**src/rtl/riscv_pkg.sv**
```systemverilog
// Shared constants and the fetch buffer entry type used by the fetch stage.
package riscv_pkg;

    localparam int CPU_WIDTH = 32;
    localparam logic [CPU_WIDTH-1:0] RESET_PC = 32'h0000_0000;
    localparam int INSTR_BYTES = 4;
    localparam logic [CPU_WIDTH-1:0] NOP_INSTR = 32'h0000_0013;

    typedef struct packed {
        logic [CPU_WIDTH-1:0] pc;
        logic [CPU_WIDTH-1:0] data;
        logic                 filled;
    } fetch_entry_t;

endpackage

```
**src/rtl/riscv_fetch_buffer.sv**
```systemverilog
// In-order instruction ring buffer: entries are claimed at request time,
// filled by responses in order, and drained from the head.
module riscv_fetch_buffer
    import riscv_pkg::*;
#(
    parameter int BUF_DEPTH = 4,
    localparam int PTR_W = $clog2(BUF_DEPTH) + 1
) (
    input  logic                 clk,
    input  logic                 rst,
    input  logic                 flush,
    input  logic                 alloc_en,
    input  logic [CPU_WIDTH-1:0] alloc_pc,
    input  logic                 fill_en,
    input  logic [CPU_WIDTH-1:0] fill_data,
    input  logic                 rd_en,
    output fetch_entry_t         head,
    output logic [PTR_W-1:0]     count,
    output logic [PTR_W-1:0]     unfilled
);

    localparam int IDX_W = PTR_W - 1;

    // Pointers carry one extra wrap bit so full and empty are distinguishable.
    logic [PTR_W-1:0] r_alloc_ptr;
    logic [PTR_W-1:0] r_fill_ptr;
    logic [PTR_W-1:0] r_rd_ptr;
    fetch_entry_t     r_entries [BUF_DEPTH];

    always_ff @(posedge clk or posedge rst) begin
        if (rst) begin
            r_alloc_ptr <= '0;
            r_fill_ptr  <= '0;
            r_rd_ptr    <= '0;
            for (int i = 0; i < BUF_DEPTH; i++) begin
                r_entries[i] <= '0;
            end
        end else if (flush) begin
            r_alloc_ptr <= '0;
            r_fill_ptr  <= '0;
            r_rd_ptr    <= '0;
            for (int i = 0; i < BUF_DEPTH; i++) begin
                r_entries[i] <= '0;
            end
        end else begin
            if (alloc_en) r_alloc_ptr <= r_alloc_ptr + PTR_W'(1);
            if (fill_en)  r_fill_ptr  <= r_fill_ptr + PTR_W'(1);
            if (rd_en)    r_rd_ptr    <= r_rd_ptr + PTR_W'(1);
            // Alloc, fill and read always target distinct entries in one cycle.
            for (int i = 0; i < BUF_DEPTH; i++) begin
                if (alloc_en && r_alloc_ptr[IDX_W-1:0] == IDX_W'(i)) begin
                    r_entries[i] <= '{pc: alloc_pc, data: '0, filled: 1'b0};
                end else if (fill_en && r_fill_ptr[IDX_W-1:0] == IDX_W'(i)) begin
                    r_entries[i].data   <= fill_data;
                    r_entries[i].filled <= 1'b1;
                end else if (rd_en && r_rd_ptr[IDX_W-1:0] == IDX_W'(i)) begin
                    r_entries[i].filled <= 1'b0;
                end
            end
        end
    end

    assign head     = r_entries[r_rd_ptr[IDX_W-1:0]];
    assign count    = r_alloc_ptr - r_rd_ptr;
    assign unfilled = r_alloc_ptr - r_fill_ptr;

endmodule

```
**src/rtl/riscv_fetch.sv**
```systemverilog
// Instruction fetch stage: PC, in-order memory requests, response buffering,
// redirect flush and discard of responses belonging to flushed requests.
module riscv_fetch #(
    parameter int CPU_WIDTH = 32,
    parameter logic [CPU_WIDTH-1:0] RESET_PC = 32'h0000_0000,
    parameter int BUF_DEPTH = 4
) (
    input  logic                 clk,
    input  logic                 rst,
    input  logic                 redirect_valid,
    input  logic [CPU_WIDTH-1:0] redirect_pc,
    output logic                 imem_req_valid,
    input  logic                 imem_req_ready,
    output logic [CPU_WIDTH-1:0] imem_req_addr,
    input  logic                 imem_rsp_valid,
    input  logic [CPU_WIDTH-1:0] imem_rsp_data,
    output logic                 instr_valid,
    input  logic                 instr_ready,
    output logic [CPU_WIDTH-1:0] instr,
    output logic [CPU_WIDTH-1:0] instr_pc
);
    import riscv_pkg::*;

    localparam int PTR_W  = $clog2(BUF_DEPTH) + 1;
    localparam int DROP_W = 8;
    localparam logic [PTR_W-1:0] FULL = PTR_W'(BUF_DEPTH);

    logic [CPU_WIDTH-1:0] r_pc;
    logic [DROP_W-1:0]    r_drop_cnt;
    logic [DROP_W-1:0]    w_drop_total;
    logic [DROP_W-1:0]    w_drop_next;
    logic                 w_req_fire;
    logic                 w_fill_en;
    logic                 w_rd_en;
    logic [PTR_W-1:0]     w_count;
    logic [PTR_W-1:0]     w_unfilled;
    fetch_entry_t         w_head;
    logic                 w_unused_bits;

    assign w_unused_bits = ^redirect_pc[1:0];

    // Gating with rst keeps the request low during reset without a cycle of delay after release.
    assign imem_req_valid = ~rst & (w_count < FULL) & ~redirect_valid;
    assign imem_req_addr  = r_pc;
    assign w_req_fire     = imem_req_valid & imem_req_ready;
    assign w_fill_en      = imem_rsp_valid & ~redirect_valid & (r_drop_cnt == '0) & (w_unfilled != '0);
    assign w_rd_en        = instr_valid & instr_ready;

    assign instr_valid = w_head.filled;
    assign instr       = w_head.data;
    assign instr_pc    = w_head.pc;

    // A second redirect while drops are pending must keep the earlier ones counted too.
    always_comb begin
        w_drop_total = r_drop_cnt + DROP_W'(w_unfilled);
        w_drop_next  = r_drop_cnt;
        if (redirect_valid) begin
            if (imem_rsp_valid && w_drop_total != '0) w_drop_next = w_drop_total - DROP_W'(1);
            else                                      w_drop_next = w_drop_total;
        end else if (imem_rsp_valid && r_drop_cnt != '0) begin
            w_drop_next = r_drop_cnt - DROP_W'(1);
        end
    end

    always_ff @(posedge clk or posedge rst) begin
        if (rst) begin
            r_pc       <= RESET_PC;
            r_drop_cnt <= '0;
        end else begin
            r_drop_cnt <= w_drop_next;
            if (redirect_valid)  r_pc <= {redirect_pc[CPU_WIDTH-1:2], 2'b00};
            else if (w_req_fire) r_pc <= r_pc + CPU_WIDTH'(INSTR_BYTES);
        end
    end

    riscv_fetch_buffer #(
        .BUF_DEPTH (BUF_DEPTH)
    ) u_buffer (
        .clk       (clk),
        .rst       (rst),
        .flush     (redirect_valid),
        .alloc_en  (w_req_fire),
        .alloc_pc  (r_pc),
        .fill_en   (w_fill_en),
        .fill_data (imem_rsp_data),
        .rd_en     (w_rd_en),
        .head      (w_head),
        .count     (w_count),
        .unfilled  (w_unfilled)
    );

    // A response with nothing outstanding is a memory protocol error.
    assert property (@(posedge clk) disable iff (rst)
        !(imem_rsp_valid && r_drop_cnt == '0 && w_unfilled == '0));

endmodule

```
**config.mk**
```make
export PLATFORM = sky130hd
export DESIGN_NAME = riscv_fetch
export DESIGN_NICKNAME = d
export VERILOG_FILES = /design/src/rtl/riscv_pkg.sv /design/src/rtl/riscv_fetch_buffer.sv /design/src/rtl/riscv_fetch.sv
export SDC_FILE = /design/constraint.sdc
export NUM_CORES = 1
export LEC_CHECK = 0
export BUFFER_PORTS_ARGS = -buffer_cell sky130_fd_sc_hd__clkbuf_2
export CAP_MARGIN = 15
export CELL_PAD_IN_SITES_DETAIL_PLACEMENT = 0
export CELL_PAD_IN_SITES_GLOBAL_PLACEMENT = 1
export CORE_MARGIN = 2
export CORE_UTILIZATION = 43
export CTS_CLUSTER_DIAMETER = 120
export CTS_CLUSTER_SIZE = 12
export DETAILED_ROUTE_END_ITERATION = 12
export PLACE_DENSITY = 0.88
export SETUP_SLACK_MARGIN = 0.4
export SLEW_MARGIN = 20
export SYNTH_ARGS = -nofsm -noshare
export SYNTH_HDL_FRONTEND = slang
export SYNTH_HIERARCHICAL = 1
export SYNTH_SLANG_ARGS = --single-unit
export TNS_END_PERCENT = 5
```
**constraint.sdc**
```tcl
create_clock -name clk -period 7.76 [get_ports clk]
set_input_delay 0.388 -clock clk [delete_from_list [all_inputs] [get_ports clk]]
set_output_delay 0.388 -clock clk [all_outputs]
set_load 0.05 [all_outputs]
```
Word level (Yosys, flattened, before mapping). Cells that the tools add are included.

ROM bits: 0. Register bits after elaboration: 309. Bits in latches: 0. Output and inout port bits: 98. Memories kept: 0. Bits of input ports: 70. Bits in writable memories: 0.

Shift operators: 0. Multiply operators: 0. Divide/modulo/power cells: 0. Equality and inequality tests: 9. Multiplexer cells: 35. $lt $le $gt $ge: 2. $add $sub $neg: 9. Reduce and logical (&&, ||, !) cells: 37. Bitwise logic cells: 10.

Operators by type and width (count): $mux W32 (10); $mux W260 (1); $mux W33 (4); $bmux W65 S2 (1); $mux W65 (2); $add A32 B3 Y32 const B (1); $mux W8 (3); $mux W3 (6); $reduce_bool A2 Y1 (8); $reduce_bool A4 Y1 (4); $reduce_bool A8 Y1 (2); $sub A8 B1 Y8 const B (2); $reduce_bool A3 Y1 (5); $logic_and A1 B1 Y1 (14); $eq A2 B2 Y1 const B (6); $add A3 B1 Y3 const B (3); $add A8 B3 Y8 (1); $logic_not A8 Y1 (1); $mux W1 (8); $and A1 B1 Y1 (7); $eq A2 B1 Y1 const B (3); $logic_not A2 Y1 (3); $sub A3 B3 Y3 (2); $ge A3 B3 Y1 const B (1); 3 further kinds (4).

Longest topological paths before layout.
Depth in word-level cells: 10. Depth in mapped cells: 14.

By module. Netlist, hierarchy kept.

Modules (own cells, without submodules): riscv_fetch_buffer (times used 1, area each 14516.4 µm², cells an instance 1325); riscv_fetch (times used 1, area each 2788.9 µm², cells an instance 341).

Worst setup path after synthesis. Ideal clock, no wire load.

Path kind: flip-flop to flip-flop. Start point: reg u_buffer.r_alloc_ptr[0]. End point: reg u_buffer/r_entries[185] (netlist bit). Arrival: 4.002 ns. Stages on the path, launching flop included: 15. Buffers on the path: 4. Required time: 7.682 ns. Path slack: 3.680 ns. Period minus slack after synthesis: 4.080 ns. Cells stage by stage: dfrtp_1 > inv_1 > ha_1 > fa_1 > xnor2_1 > xnor2_1 > nor3_1 > nand2_1 > inv_2 > clkbuf_1 > buf_2 > buf_2 > clkbuf_1 > nand3_1 > a21oi_1.

Longest elaborated chain between the ends: 7.

Ends and longest elaborated chain: start, declared (line riscv_fetch_buffer.sv:25) `logic [PTR_W-1:0] r_alloc_ptr;`; start signal, assigned (line riscv_fetch_buffer.sv:46) `if (alloc_en) r_alloc_ptr <= r_alloc_ptr + PTR_W'(1);`; $sub A3 B3 Y3 (line riscv_fetch_buffer.sv:64) `assign count = r_alloc_ptr - r_rd_ptr;`; net w_count[2] (line riscv_fetch.sv:35) `logic [PTR_W-1:0] w_count;`; $lt A3 B3 Y1 (line riscv_fetch.sv:43) `assign imem_req_valid = ~rst & (w_count < FULL) & ~redirect_valid;`; $and A1 B1 Y1 (2 in a row) (line riscv_fetch.sv:43); net imem_req_valid (line riscv_fetch.sv:12) `output logic imem_req_valid,`; $and A1 B1 Y1 (line riscv_fetch.sv:45) `assign w_req_fire = imem_req_valid & imem_req_ready;`; net w_req_fire (line riscv_fetch.sv:32) `logic w_req_fire;`; $logic_and A1 B1 Y1 (line riscv_fetch_buffer.sv:51) `if (alloc_en && r_alloc_ptr[IDX_W-1:0] == IDX_W'(i)) begin`; $reduce_bool A2 Y1 (no source line); end signal, assigned by index (line riscv_fetch_buffer.sv:52) `r_entries[i] <= '{pc: alloc_pc, data: '0, filled: 1'b0};`; end, declared (line riscv_fetch_buffer.sv:28) `fetch_entry_t r_entries [BUF_DEPTH];`.

The timed path passes the listed nets, and every way through them passes these cells. A chain may end at the register's enable or synchronous reset.

Worst setup path in the final report.
Start point: reg u_buffer.r_rd_ptr[0]. End point: reg u_buffer/r_entries[178] (netlist bit).

Longest elaborated chain between the ends: 7.

Ends and longest elaborated chain: start, declared (line riscv_fetch_buffer.sv:27) `logic [PTR_W-1:0] r_rd_ptr;`; start signal, assigned (line riscv_fetch_buffer.sv:48) `if (rd_en) r_rd_ptr <= r_rd_ptr + PTR_W'(1);`; $sub A3 B3 Y3 (line riscv_fetch_buffer.sv:64); net w_count[2] (line riscv_fetch.sv:35); $lt A3 B3 Y1 (line riscv_fetch.sv:43); $and A1 B1 Y1 (2 in a row) (line riscv_fetch.sv:43); $and A1 B1 Y1 (line riscv_fetch.sv:45); $logic_and A1 B1 Y1 (line riscv_fetch_buffer.sv:51); $reduce_bool A2 Y1 (no source line).

The timed path passes the listed nets, and every way through them passes these cells.

==> flow_metrics.env <==
export IMPL_grt_pass1_vias=12800
export IMPL_instances_no_fill=2242
export IMPL_crit_arrival_ns=4.49
export IMPL_fin_nets=1810
export IMPL_endpoint_kind="flop"
export IMPL_viasPerCell=5.90
export IMPL_vdd_drop_max_uv=141
export IMPL_wl_met1_mm=19.6
export IMPL_critPathMaxFanout=85
export IMPL_hpwl_mm=25.1
export IMPL_drc=0
export IMPL_routed_wl_mm=43.8
export IMPL_finalClockSkew_ns=0.0297
export IMPL_crit_top_cell="xnor2_1"
export IMPL_clkSinkCount=307
export IMPL_cpPeakStageDelay_ns=0.76
export IMPL_die_w_microns=205
export IMPL_period_minus_slack_ns=4.08
export IMPL_first_pass_iters=6
export IMPL_core_area_sq_um=39700
export IMPL_fin_crit_sh_pct=52.6
export IMPL_htree_levels=1
export IMPL_setup_viol=0
export IMPL_nFillCells=3704
export IMPL_finalWeightedCongestion=0.838
export IMPL_cts_resized=0
export IMPL_rsz0062_at_grt="false"
export IMPL_grt_ovfl_total=0
export IMPL_p_per_area_nw_per_um2=183
export IMPL_cts_tree="built"
export IMPL_top_layer_used="met4"
export IMPL_rows=73
export IMPL_clock_path_buffers=3
export IMPL_initialDrtViolationCount=1098
export IMPL_finalPower_uw=3470
export IMPL_mostFrequentLayoutCell="dfrtp_1"
export IMPL_crit_chain="ha_1, fa_1, xnor2_1, xnor2_1, nor3_1, nand2_1, inv_6, buf_4, a21bo_2, a21oi_1"
export IMPL_area_delta_synth_final_pct=9.74
export IMPL_diodes=0
export IMPL_syn_inst=1664
export IMPL_boundaryPins=168
export IMPL_final_layout_size_suffix_gt1_share_pct=31.5
export IMPL_crit_required_ns=8.17
export IMPL_grt_pass1_wl_mm=70.0
export IMPL_min_path_type="in2async"
export IMPL_postSynthAreaPerCell_sq_um=10.4
export IMPL_p_leak_uw=0.00799
export IMPL_met3_length_mm=2.60
export IMPL_max_slew_worst_pin_slew_ns=1.18
export IMPL_path_clk_slew_ns=0.07
export IMPL_final_cell_mix="dfrtp_1 (305), a21oi_1 (245), nand3_1 (243), a21bo_2 (232), clkbuf_2 (162)"
export IMPL_status="complete, no violations"
export IMPL_crit_type="reg2reg"
export IMPL_cp_slowest_cell="buf_4"
export IMPL_drv_cap=0
export IMPL_syn_area_sq_um=17300
export IMPL_dieHeight_microns=205
export IMPL_hold_viol=0
export IMPL_wl_met2_mm=20.8
export IMPL_dp_cells=2209
export IMPL_grt_use_total_pct=20.6
export IMPL_relSlewSlack_pct=21.2
export IMPL_regArea_sq_um=7690
export IMPL_fin_util_pct=47.8
export IMPL_synth_warnings=6
export IMPL_setup_tns_ns=0
export IMPL_final_max_slew_violation_count=0
export IMPL_pre_cts_slack_ns=3.69
export IMPL_timing_final_ws_setup_ns=3.68
export IMPL_multi_input_area_sq_um=8640
export IMPL_cts_buffers_inserted=29
export IMPL_cts_root_buf="clkbuf_16"
export IMPL_wire_per_inst_microns=19.5
export IMPL_clk_latency_ns=0.57
export IMPL_die_area_sq_um=41800
export IMPL_vias=13200
export IMPL_antenna_found_initial=0
export IMPL_cp_start_kind="flop"
export IMPL_start_util_pct=43.5
export IMPL_cts_setup_buffers=0
export IMPL_antenna_left=0
export IMPL_fmax_mhz=245
export IMPL_placement_io_buffers=163
export IMPL_hold_buffers=0
export IMPL_grt_max_degree=265
-- routing by layer --
layer | global-route usage, % | vias up
met5 | 0 | -
met4 | 5.25 | 0
met3 | 2.74 | 49
met2 | 32.4 | 405
met1 | 30.1 | 6620
li1 | - | 6159
-- state kept, by name, indices dropped and copies added, names as in the netlist --
| name | flops |
|---|---|
| imem_req_addr | 30 |
| r_drop_cnt | 8 |
| u_buffer/r_alloc_ptr | 3 |
| u_buffer/r_entries | 260 |
| u_buffer/r_fill_ptr | 3 |
| u_buffer/r_rd_ptr | 3 |
-- worst max-delay path, delay by kind of cell (launching register included) --
| kind | cells | cell delay [ns] |
|---|---|---|
| adder cells (fa/ha/maj) | 2 | 0.68 |
| buffers and inverters | 2 | 1.22 |
| AO/OA/AOI/OAI | 2 | 0.31 |
| flip-flops | 1 | 0.73 |
| AND/OR/NAND/NOR | 2 | 0.58 |
| XOR/XNOR | 2 | 0.37 |
-- layout make-up --
type / count / share of cell area, %
multi-input combinational: 1134 / 45.5
sequential: 307 / 40.5
timing repair buffer: 186 / 5.35
clock buffer: 31 / 3.92
tap: 525 / 3.46
inverter: 57 / 1.17
clock inverter: 2 / 0.0725
-- power by group --
group          switching, uW  internal [uW]
sequential               110           1640
combinational            322            145
clock                    583            669
total                   1020           2460
-- final timing paths --
kind | cells past startpoint | to | slack (ns) | start
max | 10 | u_buffer/r_entries[178] | 3.68 | u_buffer/r_rd_ptr[0]
min reg2reg | 2 | u_buffer/r_entries[125] | 0.53 | u_buffer/r_entries[125]
max in group asynchronous | 4 | u_buffer/r_entries[152] | 6.38 | rst
min | 2 | r_drop_cnt[3] | 0.03 | rst
max reg2reg | 10 | u_buffer/r_entries[178] | 3.68 | u_buffer/r_rd_ptr[0]
min in group clk | 2 | imem_req_addr[26] | 0.03 | redirect_pc[26]
-- through the flow --
step                hold WS (ns)  cell area, sq um
floorplan                  0.504             17300
detailed placement         0.526             18200
finish                    0.0307             19000
global placement           0.523             18200
CTS                       0.0121             19000
global route              0.0230             19000
No activity file was read; power rests on OpenSTA's default activity.
